$ cat config.mk
export PLATFORM = sky130hd
export DESIGN_NAME = multicycle_controller_flat
export DESIGN_NICKNAME = d
export VERILOG_FILES = /design/src/rtl/multicycle_controller_if.sv /design/src/rtl/multicycle_controller.sv /design/src/flat_wrapper.sv
export SDC_FILE = /design/constraint.sdc
export NUM_CORES = 1
export LEC_CHECK = 0
export BUFFER_PORTS_ARGS = -buffer_cell sky130_fd_sc_hd__buf_2
export CELL_PAD_IN_SITES_DETAIL_PLACEMENT = 0
export CELL_PAD_IN_SITES_GLOBAL_PLACEMENT = 1
export CORE_MARGIN = 3
export CORE_UTILIZATION = 31
export CTS_CLUSTER_DIAMETER = 120
export CTS_CLUSTER_SIZE = 14
export DETAILED_ROUTE_END_ITERATION = 16
export GPL_ROUTABILITY_DRIVEN = 0
export PLACE_DENSITY_LB_ADDON = 0.08
export SLEW_MARGIN = 10
export SYNTH_ARGS = -nofsm -noshare
export SYNTH_HDL_FRONTEND = slang
export SYNTH_SLANG_ARGS = --single-unit
$ cat constraint.sdc
create_clock -name clk -period 1.57 [get_ports clk]
set_clock_uncertainty 0.2 [all_clocks]
set_input_delay 0.0785 -clock clk [delete_from_list [all_inputs] [get_ports clk]]
set_output_delay 0.0785 -clock clk [all_outputs]
set_load 0.1 [all_outputs]
$ cat src/rtl/multicycle_controller_if.sv
// Control bundle between the multi-cycle sequencer and the MIPS datapath.
// master = sequencer, slave = datapath/memory side.
interface multicycle_controller_if;
  logic       run;
  logic [5:0] opcode;
  logic       mem_ready;
  logic       pc_write;
  logic       pc_write_cond;
  logic       i_or_d;
  logic       mem_read;
  logic       mem_write;
  logic       ir_write;
  logic       reg_dst;
  logic       mem_to_reg;
  logic       reg_write;
  logic       alu_src_a;
  logic [1:0] alu_src_b;
  logic [2:0] alu_op;
  logic [1:0] pc_source;
  logic       instr_done;
  logic       illegal_op;
  logic [3:0] state;

  modport master (
    input  run, opcode, mem_ready,
    output pc_write, pc_write_cond, i_or_d,
    output mem_read, mem_write, ir_write,
    output reg_dst, mem_to_reg, reg_write,
    output alu_src_a, alu_src_b, alu_op,
    output pc_source, instr_done,
    output illegal_op, state
  );

  modport slave (
    output run, opcode, mem_ready,
    input  pc_write, pc_write_cond, i_or_d,
    input  mem_read, mem_write, ir_write,
    input  reg_dst, mem_to_reg, reg_write,
    input  alu_src_a, alu_src_b, alu_op,
    input  pc_source, instr_done,
    input  illegal_op, state
  );
endinterface

$ cat src/rtl/multicycle_controller.sv
// Moore sequencer for the multi-cycle MIPS datapath.
// Outputs decode from state_q/op_q; only FETCH/MEM_WRITE look at mem_ready.
module multicycle_controller #(
  parameter logic [5:0] OP_R    = 6'd0,
  parameter logic [5:0] OP_LW   = 6'd35,
  parameter logic [5:0] OP_SW   = 6'd43,
  parameter logic [5:0] OP_BEQ  = 6'd4,
  parameter logic [5:0] OP_BNE  = 6'd5,
  parameter logic [5:0] OP_ADDI = 6'h8,
  parameter logic [5:0] OP_ANDI = 6'hC,
  parameter logic [5:0] OP_ORI  = 6'hD
) (
  input logic clk,
  input logic rst_n,
  multicycle_controller_if.master bus
);

  typedef enum logic [3:0] {
    IDLE      = 4'd0,
    FETCH     = 4'd1,
    DECODE    = 4'd2,
    MEM_ADDR  = 4'd3,
    MEM_READ  = 4'd4,
    MEM_WB    = 4'd5,
    MEM_WRITE = 4'd6,
    R_EXEC    = 4'd7,
    R_WB      = 4'd8,
    BRANCH    = 4'd9,
    IMM_EXEC  = 4'd10,
    IMM_WB    = 4'd11,
    TRAP      = 4'd12
  } state_e;

  state_e     state_q, state_d;
  logic [5:0] op_q, op_d;
  logic       ill_q, ill_d;

  logic is_mem, is_r, is_br, is_imm;

  always_comb begin
    is_mem = (bus.opcode == OP_LW)  || (bus.opcode == OP_SW);
    is_r   = (bus.opcode == OP_R);
    is_br  = (bus.opcode == OP_BEQ) || (bus.opcode == OP_BNE);
    is_imm = (bus.opcode == OP_ADDI) ||
             (bus.opcode == OP_ANDI) ||
             (bus.opcode == OP_ORI);
  end

  always_ff @(posedge clk or negedge rst_n) begin
    if (!rst_n) begin
      state_q <= IDLE;
      op_q    <= 6'd0;
      ill_q   <= 1'b0;
    end else begin
      state_q <= state_d;
      op_q    <= op_d;
      ill_q   <= ill_d;
    end
  end

  always_comb begin
    state_d = state_q;
    op_d    = op_q;
    ill_d   = ill_q;
    unique case (state_q)
      IDLE:      if (bus.run) state_d = FETCH;
      FETCH:     if (bus.mem_ready) state_d = DECODE;
      DECODE: begin
        op_d = bus.opcode;
        unique case (1'b1)
          is_mem:  state_d = MEM_ADDR;
          is_r:    state_d = R_EXEC;
          is_br:   state_d = BRANCH;
          is_imm:  state_d = IMM_EXEC;
          default: state_d = TRAP;
        endcase
      end
      MEM_ADDR:  state_d = (op_q == OP_LW) ? MEM_READ : MEM_WRITE;
      MEM_READ:  if (bus.mem_ready) state_d = MEM_WB;
      MEM_WB:    state_d = FETCH;
      MEM_WRITE: if (bus.mem_ready) state_d = FETCH;
      R_EXEC:    state_d = R_WB;
      R_WB:      state_d = FETCH;
      BRANCH:    state_d = FETCH;
      IMM_EXEC:  state_d = IMM_WB;
      IMM_WB:    state_d = FETCH;
      TRAP:      state_d = TRAP;
      default:   state_d = TRAP;
    endcase
    // sticky flag goes up on the same edge that enters TRAP
    if (state_d == TRAP) ill_d = 1'b1;
  end

  logic       pc_write, pc_write_cond, i_or_d;
  logic       mem_read, mem_write, ir_write;
  logic       reg_dst, mem_to_reg, reg_write;
  logic       alu_src_a, instr_done;
  logic [1:0] alu_src_b, pc_source;
  logic [2:0] alu_op;

  always_comb begin
    pc_write      = 1'b0;
    pc_write_cond = 1'b0;
    i_or_d        = 1'b0;
    mem_read      = 1'b0;
    mem_write     = 1'b0;
    ir_write      = 1'b0;
    reg_dst       = 1'b0;
    mem_to_reg    = 1'b0;
    reg_write     = 1'b0;
    alu_src_a     = 1'b0;
    alu_src_b     = 2'b00;
    alu_op        = 3'b000;
    pc_source     = 2'b00;
    instr_done    = 1'b0;
    unique case (state_q)
      FETCH: begin
        mem_read  = 1'b1;
        alu_src_b = 2'b01;
        pc_write  = bus.mem_ready;
        ir_write  = bus.mem_ready;
      end
      DECODE: alu_src_b = 2'b11;
      MEM_ADDR: begin
        alu_src_a = 1'b1;
        alu_src_b = 2'b10;
      end
      MEM_READ: begin
        mem_read = 1'b1;
        i_or_d   = 1'b1;
      end
      MEM_WB: begin
        mem_to_reg = 1'b1;
        reg_write  = 1'b1;
        instr_done = 1'b1;
      end
      // strobe held for the whole dwell; memory commits on mem_ready
      MEM_WRITE: begin
        mem_write  = 1'b1;
        i_or_d     = 1'b1;
        instr_done = bus.mem_ready;
      end
      R_EXEC: begin
        alu_src_a = 1'b1;
        alu_op    = 3'b010;
      end
      R_WB: begin
        reg_dst    = 1'b1;
        reg_write  = 1'b1;
        instr_done = 1'b1;
      end
      BRANCH: begin
        alu_src_a     = 1'b1;
        alu_op        = (op_q == OP_BNE) ? 3'b111 : 3'b001;
        pc_write_cond = 1'b1;
        pc_source     = 2'b01;
        instr_done    = 1'b1;
      end
      IMM_EXEC: begin
        alu_src_a = 1'b1;
        alu_src_b = 2'b10;
        unique case (1'b1)
          op_q == OP_ANDI: alu_op = 3'b011;
          op_q == OP_ORI:  alu_op = 3'b100;
          default:         alu_op = 3'b000;
        endcase
      end
      IMM_WB: begin
        reg_write  = 1'b1;
        instr_done = 1'b1;
      end
      default: ;
    endcase
  end

  assign bus.pc_write      = pc_write;
  assign bus.pc_write_cond = pc_write_cond;
  assign bus.i_or_d        = i_or_d;
  assign bus.mem_read      = mem_read;
  assign bus.mem_write     = mem_write;
  assign bus.ir_write      = ir_write;
  assign bus.reg_dst       = reg_dst;
  assign bus.mem_to_reg    = mem_to_reg;
  assign bus.reg_write     = reg_write;
  assign bus.alu_src_a     = alu_src_a;
  assign bus.alu_src_b     = alu_src_b;
  assign bus.alu_op        = alu_op;
  assign bus.pc_source     = pc_source;
  assign bus.instr_done    = instr_done;
  assign bus.illegal_op    = ill_q;
  assign bus.state         = state_q;

endmodule

$ cat src/flat_wrapper.sv
// flat-port wrapper written by rule: the top's interface ports become plain ports
module multicycle_controller_flat 
#(
  parameter logic [5:0] OP_R    = 6'd0,
  parameter logic [5:0] OP_LW   = 6'd35,
  parameter logic [5:0] OP_SW   = 6'd43,
  parameter logic [5:0] OP_BEQ  = 6'd4,
  parameter logic [5:0] OP_BNE  = 6'd5,
  parameter logic [5:0] OP_ADDI = 6'h8,
  parameter logic [5:0] OP_ANDI = 6'hC,
  parameter logic [5:0] OP_ORI  = 6'hD
)
  (clk, rst_n, bus_run, bus_opcode, bus_mem_ready, bus_pc_write, bus_pc_write_cond, bus_i_or_d, bus_mem_read, bus_mem_write, bus_ir_write, bus_reg_dst, bus_mem_to_reg, bus_reg_write, bus_alu_src_a, bus_alu_src_b, bus_alu_op, bus_pc_source, bus_instr_done, bus_illegal_op, bus_state);
  multicycle_controller_if bus_i ();
  input logic clk;
  input logic rst_n;
  input wire logic [$bits(bus_i.run)-1:0] bus_run;
  input wire logic [$bits(bus_i.opcode)-1:0] bus_opcode;
  input wire logic [$bits(bus_i.mem_ready)-1:0] bus_mem_ready;
  output wire logic [$bits(bus_i.pc_write)-1:0] bus_pc_write;
  output wire logic [$bits(bus_i.pc_write_cond)-1:0] bus_pc_write_cond;
  output wire logic [$bits(bus_i.i_or_d)-1:0] bus_i_or_d;
  output wire logic [$bits(bus_i.mem_read)-1:0] bus_mem_read;
  output wire logic [$bits(bus_i.mem_write)-1:0] bus_mem_write;
  output wire logic [$bits(bus_i.ir_write)-1:0] bus_ir_write;
  output wire logic [$bits(bus_i.reg_dst)-1:0] bus_reg_dst;
  output wire logic [$bits(bus_i.mem_to_reg)-1:0] bus_mem_to_reg;
  output wire logic [$bits(bus_i.reg_write)-1:0] bus_reg_write;
  output wire logic [$bits(bus_i.alu_src_a)-1:0] bus_alu_src_a;
  output wire logic [$bits(bus_i.alu_src_b)-1:0] bus_alu_src_b;
  output wire logic [$bits(bus_i.alu_op)-1:0] bus_alu_op;
  output wire logic [$bits(bus_i.pc_source)-1:0] bus_pc_source;
  output wire logic [$bits(bus_i.instr_done)-1:0] bus_instr_done;
  output wire logic [$bits(bus_i.illegal_op)-1:0] bus_illegal_op;
  output wire logic [$bits(bus_i.state)-1:0] bus_state;
  assign bus_i.run = bus_run;
  assign bus_i.opcode = bus_opcode;
  assign bus_i.mem_ready = bus_mem_ready;
  assign bus_pc_write = bus_i.pc_write;
  assign bus_pc_write_cond = bus_i.pc_write_cond;
  assign bus_i_or_d = bus_i.i_or_d;
  assign bus_mem_read = bus_i.mem_read;
  assign bus_mem_write = bus_i.mem_write;
  assign bus_ir_write = bus_i.ir_write;
  assign bus_reg_dst = bus_i.reg_dst;
  assign bus_mem_to_reg = bus_i.mem_to_reg;
  assign bus_reg_write = bus_i.reg_write;
  assign bus_alu_src_a = bus_i.alu_src_a;
  assign bus_alu_src_b = bus_i.alu_src_b;
  assign bus_alu_op = bus_i.alu_op;
  assign bus_pc_source = bus_i.pc_source;
  assign bus_instr_done = bus_i.instr_done;
  assign bus_illegal_op = bus_i.illegal_op;
  assign bus_state = bus_i.state;
  multicycle_controller #(.OP_R(OP_R), .OP_LW(OP_LW), .OP_SW(OP_SW), .OP_BEQ(OP_BEQ), .OP_BNE(OP_BNE), .OP_ADDI(OP_ADDI), .OP_ANDI(OP_ANDI), .OP_ORI(OP_ORI)) u_core (.clk(clk), .rst_n(rst_n), .bus(bus_i));
endmodule
# Word level (Yosys, flattened, before mapping)
# Cells that the tools add are included.
[op_classes] n_eq_ne=23 mux=22 reduce_logical=12
[ops] op="4-bit one-hot mux with 9 select lines" n=1
[ops] op="6-bit by 4-bit equality test with 1-bit output (second input constant)" n=5
[ops] op="4-bit equality test (second input constant)" n=5
[ops] op="6-bit by 3-bit equality test with 1-bit output (second input constant)" n=3
[ops] op="6-bit equality test (second input constant)" n=3
[ops] op="4-bit by 3-bit equality test with 1-bit output (second input constant)" n=4
[ops] op="4-bit 2-to-1 mux" n=4
[ops] op="4-bit one-hot mux with 4 select lines" n=1
[ops] op="1-bit 2-to-1 mux" n=10
[ops] op="3-bit one-hot mux with 3 select lines" n=1
[ops] op="4-bit by 2-bit equality test with 1-bit output (second input constant)" n=2
[ops] op="4-bit OR reduction" n=2
[ops] op="6-bit zero test" n=1
[ops] op="2-bit one-hot mux with 3 select lines" n=1
[ops] op="3-bit one-hot mux with 2 select lines" n=1
[ops] op="2-bit OR reduction" n=3
[ops] op="4-bit by 1-bit equality test with 1-bit output (second input constant)" n=1
[ops] op="4-bit zero test" n=1
[ops] op="1-bit logical OR" n=4
[ops] op="3-bit 2-to-1 mux" n=1
[ops] op="3-bit OR reduction" n=1
[ops] op="2-bit 2-to-1 mux" n=1
[ops] op="1-bit one-hot mux with 2 select lines" n=1
[totals] regBits=11 inputBits=10 output_inout_bits=23 elab_cells=60

# Longest topological paths before layout
[depth] word_depth=6 mapped_depth=6

# Least setup slack after synthesis
# No wires, ideal clock.
[synth_path] path_type="flip-flop to output port" start="register u_core.state_q[0] (netlist: u_core.bus.state[0])" end="output bus_pc_write" t_arrival_ps=5465 t_required_ps=1291 setup_slack_ps=-4174 path_stages_with_launch=6 cell_sequence="dfrtp_1 > buf_6 > clkbuf_1 > nand2_1 > nor4b_1 > buf_4"
[synth_via] elab_chain_len=2
[synth_rtl] element="start: declaration" line="multicycle_controller.sv:34" rtl="state_e state_q, state_d;"
[synth_rtl] element="start signal: assignment" line="multicycle_controller.sv:55" rtl="state_q <= state_d;"
[synth_rtl] element="4-bit by 1-bit equality test with 1-bit output"
[synth_rtl] element="1-bit 2-to-1 mux"
[synth_rtl] element="end: declaration" line="flat_wrapper.sv:20" rtl="output wire logic [$bits(bus_i.pc_write)-1:0] bus_pc_write;"
# No other way between the ends.

# Worst setup path after layout
[layout_path] start="register u_core.op_q[4]" end="output bus_alu_op[1]"
[layout_via] elab_chain_len=3 elab_cells_between_ends=6
[layout_rtl] element="start: declaration" line="multicycle_controller.sv:35" rtl="logic [5:0] op_q, op_d;"
[layout_rtl] element="start signal: assignment" line="multicycle_controller.sv:56" rtl="op_q <= op_d;"
[layout_rtl] element="6-bit by 4-bit equality test with 1-bit output (tied with other cells)" line="multicycle_controller.sv:164" rtl="op_q == OP_ORI: alu_op = 3'b100;"
[layout_rtl] element="3-bit one-hot mux with 2 select lines / 3-bit 2-to-1 mux (equally long branches)" line="multicycle_controller.sv:162, multicycle_controller.sv:154"
[layout_rtl] element="3-bit one-hot mux with 3 select lines *" line="multicycle_controller.sv:116" rtl="unique case (state_q)"
[layout_rtl] element="end: declaration" line="flat_wrapper.sv:31" rtl="output wire logic [$bits(bus_i.alu_op)-1:0] bus_alu_op;"
# Mark *: on every way between the ends. The rest lies on a longest branch, timed or not.

==> summary by stage <==
Place
The number of buffers added on ports is 31. The instance area after placement is roughly 0.0017 mm^2. The HPWL reported at the end of detailed placement is around 2.3 mm. The worst-case setup slack after placement is -0.2389 ns.

Worst setup path
The buffering stage count on the worst path with inverters included is 2. The element type at the critical path end is an output pin. The highest cell delay on the worst timing path is 0.42 ns.

The nature of the critical path startpoint is a register. The worst setup path is of the register to output pin kind. The cell family contributing the most delay on the critical path is simple AND/OR/NAND/NOR gates. The library cell contributing the largest single delay on the critical path is sky130_fd_sc_hd__dfrtp_1. The required time of the critical path is between 1 and 1.5 ns. The largest driver fanout on the critical path is 3. The data arrival time of the critical path is 1.77 ns. Walking the worst path, the cells encountered are nor4b_4 -> buf_4 -> nor2b_4 -> nand4b_1 -> o21ai_4 -> buf_12.

GRT
For this run, the total global-route usage over all layers was measured as around 22%. The total congestion overflow is 0. The pin count of the biggest net entering global routing is 12. The global-route wire length before repair is 5.768 mm. The number of antenna violations at the first check in global routing is 0. The number of global-route vias before repair came to 1216.

STA
The maximum clock frequency is between 0.4 and 0.5 GHz. The hold violation count in the final report is 0. The max-slew violation total from the final report was 0. Setup violations remaining at the end of the flow were counted as 28. The setup slack of the critical path after layout is -0.4823 ns. Setup repair after global routing could not meet its margin everywhere. The part of the cycle the worst path needs is 130.7%. The shortest period the worst path allows is slightly above 2 ns.

Synthesis
The most used flip-flop cell after synthesis is sky130_fd_sc_hd__dfrtp_1. The register bit total from synthesis is 11. The net count after synthesis is 114.

The Yosys step of the flow raised 0 warnings. The post-synthesis cell type with the largest combined area is sky130_fd_sc_hd__dfrtp_1. After synthesis, the cell types taking the most area are sky130_fd_sc_hd__dfrtp_1 (31%), sky130_fd_sc_hd__mux2_2 (7.7%), sky130_fd_sc_hd__nor2_1 (5.5%).

The area of the mapped netlist is 879.6 um^2. The gate count after technology mapping is about 100. After synthesis, flip-flops and latches occupy ~31% of the total area. The number of enable flip-flop cells after synthesis is 0.

The number of different library cells used by synthesis comes to 36. Yosys instantiated no cell more often than sky130_fd_sc_hd__nor2_1. The share of synthesized registers carrying an async set or reset is between 90% and 100%.

By count the netlist is led by sky130_fd_sc_hd__nor2_1 (13), sky130_fd_sc_hd__dfrtp_1 (11), sky130_fd_sc_hd__o21ai_0 (8). The mean instance size in the synthesized netlist is between 8 and 9 um^2. The share of the synthesized area in the top cell type is between 30% and 40%.

Clock network
TritonCTS built the clock tree. The clock net in this run drives a total of 11 sinks. TritonCTS created 3 clock buffers. The maximum level of the CTS H-tree is 1.

For the worst-skew pair, the clock arrives at the later sink with an insertion delay of about 0.28 ns. The library cell used as clock root buffer is sky130_fd_sc_hd__clkbuf_4. After clock tree synthesis, the clock-pin slew on the worst setup and hold paths is around 0.07 ns. In this run the deepest clock path goes through 2 buffers.

Layout
The layout has 142 filler cells. The finished cells cover ~0.0022 mm^2. The layout overhead on the synthesized area is 151.1%. In the final design database the tool counted 189 nets. 0 antenna diodes ended up in the layout. The post-route netlist has 71.35% of its cells at a drive strength greater than 1.

Floorplanning
The die boundary width is 59.27 um. The die covers around 0.0035 mm^2. The placeable core region is around 0.0026 mm^2. The vertical die dimension is between 50 and 60 um.

After floorplanning, the core was divided into 18 placement rows. The total I/O pin count is 33. The initial utilization of the core area, before any placement, comes to roughly 34%.

Flow run
The total of max-cap violations is 0.

Routing
Using the TritonRoute via totals, the vias-per-cell ratio works out to 5.438. The total detailed-routing wirelength is about 3.8 mm. Dividing the detail-routed wire length by the instance count gives roughly 18 um. The number of nets still failing antenna checks after routing is 0. In the routed design, unresolved DRC markers number 0. The first routing iteration left 38 violations. The number of detailed-routing iterations run before antenna repair is 4. Summing over every cut layer, the via total after detailed routing is between 1000 and 1500.

Status
The checks that failed: setup timing. The run finished, with violations left.

Hold path
The path class of the tightest hold or removal check is input pin to async pin.
## per-stage QoR
step / utilization [%] / hold slack, ns / instances / TNS (ns)
5_1_grt: 85.27 / 0.01221 / 208 / -8.099
3_3_place_gp: 65.31 / -0.2458 / 181 / -2.892
6_report: 85.27 / 0.007784 / 208 / -6.760
3_5_place_dp: 65.31 / -0.2446 / 181 / -3.327
4_1_cts: 80.58 / 0.005829 / 203 / -6.140
2_1_floorplan: - / -0.4171 / 104 / -15.83
## sequential cells by signal, indices dropped and copies added (netlist names)
register / cells
u_core.bus.illegal_op: 1
u_core.bus.state: 4
u_core.op_q: 6
## worst reg2reg max path, delay by kind of cell (launching register included)
family           cells  cell delay [ns]
AND/OR/NAND/NOR      2             0.60
multiplexers         1             0.32
flip-flops           1             0.52
## final timing paths
| path | slack [ns] | to | depth (start not counted) | startpoint |
|---|---|---|---|---|
| worst max-delay path | -0.48 | bus_alu_op[1] | 6 | u_core.op_q[4] |
| worst min-delay path | 0.008 | u_core.bus.illegal_op | 2 | rst_n |
| worst max register to register | -0.18 | u_core.op_q[1] | 3 | u_core.bus.state[0] |
| worst min register to register | 0.26 | u_core.bus.illegal_op | 1 | u_core.bus.illegal_op |
| max in group asynchronous | 0.94 | u_core.bus.state[0] | 2 | rst_n |
| min in group clk | 0.03 | u_core.bus.state[3] | 3 | bus_opcode[0] |
## cell type report
class                   count  area (um^2)  share of cell area [%]
multi-input cells          79        843.3                   38.19
flip-flops and latches     11        290.3                   13.14
inverters                   4        23.77                   1.076
well taps                  30        37.54                   1.700
repair buffers             80        987.2                   44.70
clock buffers               4        26.28                   1.190
## what timing repair did
item,in CTS,in global routing
endpoints found under the hold margin,19,0
hold buffers,8,0
endpoints found under the setup margin,27,29
setup buffers,10,11
resized for setup,52,30
pin swaps,16,13
## cell usage in the layout (no fill, tap or decap), types with 3 or more instances in the layout
master	count
sky130_fd_sc_hd__buf_6	21
sky130_fd_sc_hd__nand2b_4	3
sky130_fd_sc_hd__o21ai_1	4
sky130_fd_sc_hd__nor2_2	3
sky130_fd_sc_hd__nor2_4	5
sky130_fd_sc_hd__a22oi_2	3
sky130_fd_sc_hd__dfrtp_1	7
sky130_fd_sc_hd__buf_8	5
sky130_fd_sc_hd__dlygate4sd3_1	8
sky130_fd_sc_hd__dfrtp_4	4
sky130_fd_sc_hd__buf_12	22
sky130_fd_sc_hd__mux2_2	5
sky130_fd_sc_hd__clkbuf_4	3
sky130_fd_sc_hd__buf_2	10
sky130_fd_sc_hd__nand4b_1	3
sky130_fd_sc_hd__buf_4	14
sky130_fd_sc_hd__nor2_1	5
## cell families after synthesis
group                     after synthesis  share of synthesized area [%]
and+or+nand+nor                        44                          28.59
AOI/OAI and AO/OA                      25                          19.63
buffers and inverters                  14                          9.102
DFF                                    11                          31.29
muxes                                   8                          9.957
xor gates and xnor gates                1                         0.9959
other                                   1                         0.4263
## per-layer routing
| layer | GRT usage (%) | part of all wire [%] |
|---|---|---|
| met5 | 0 | 0 |
| met3 | 3.922 | 4.1 |
| met4 | 6.796 | 2.4 |
| met2 | 37.13 | 54 |
| met1 | 27.36 | 39 |
Power is not shown: default switching activity piles up to over one toggle a cycle in this logic, so the estimate is an artifact.
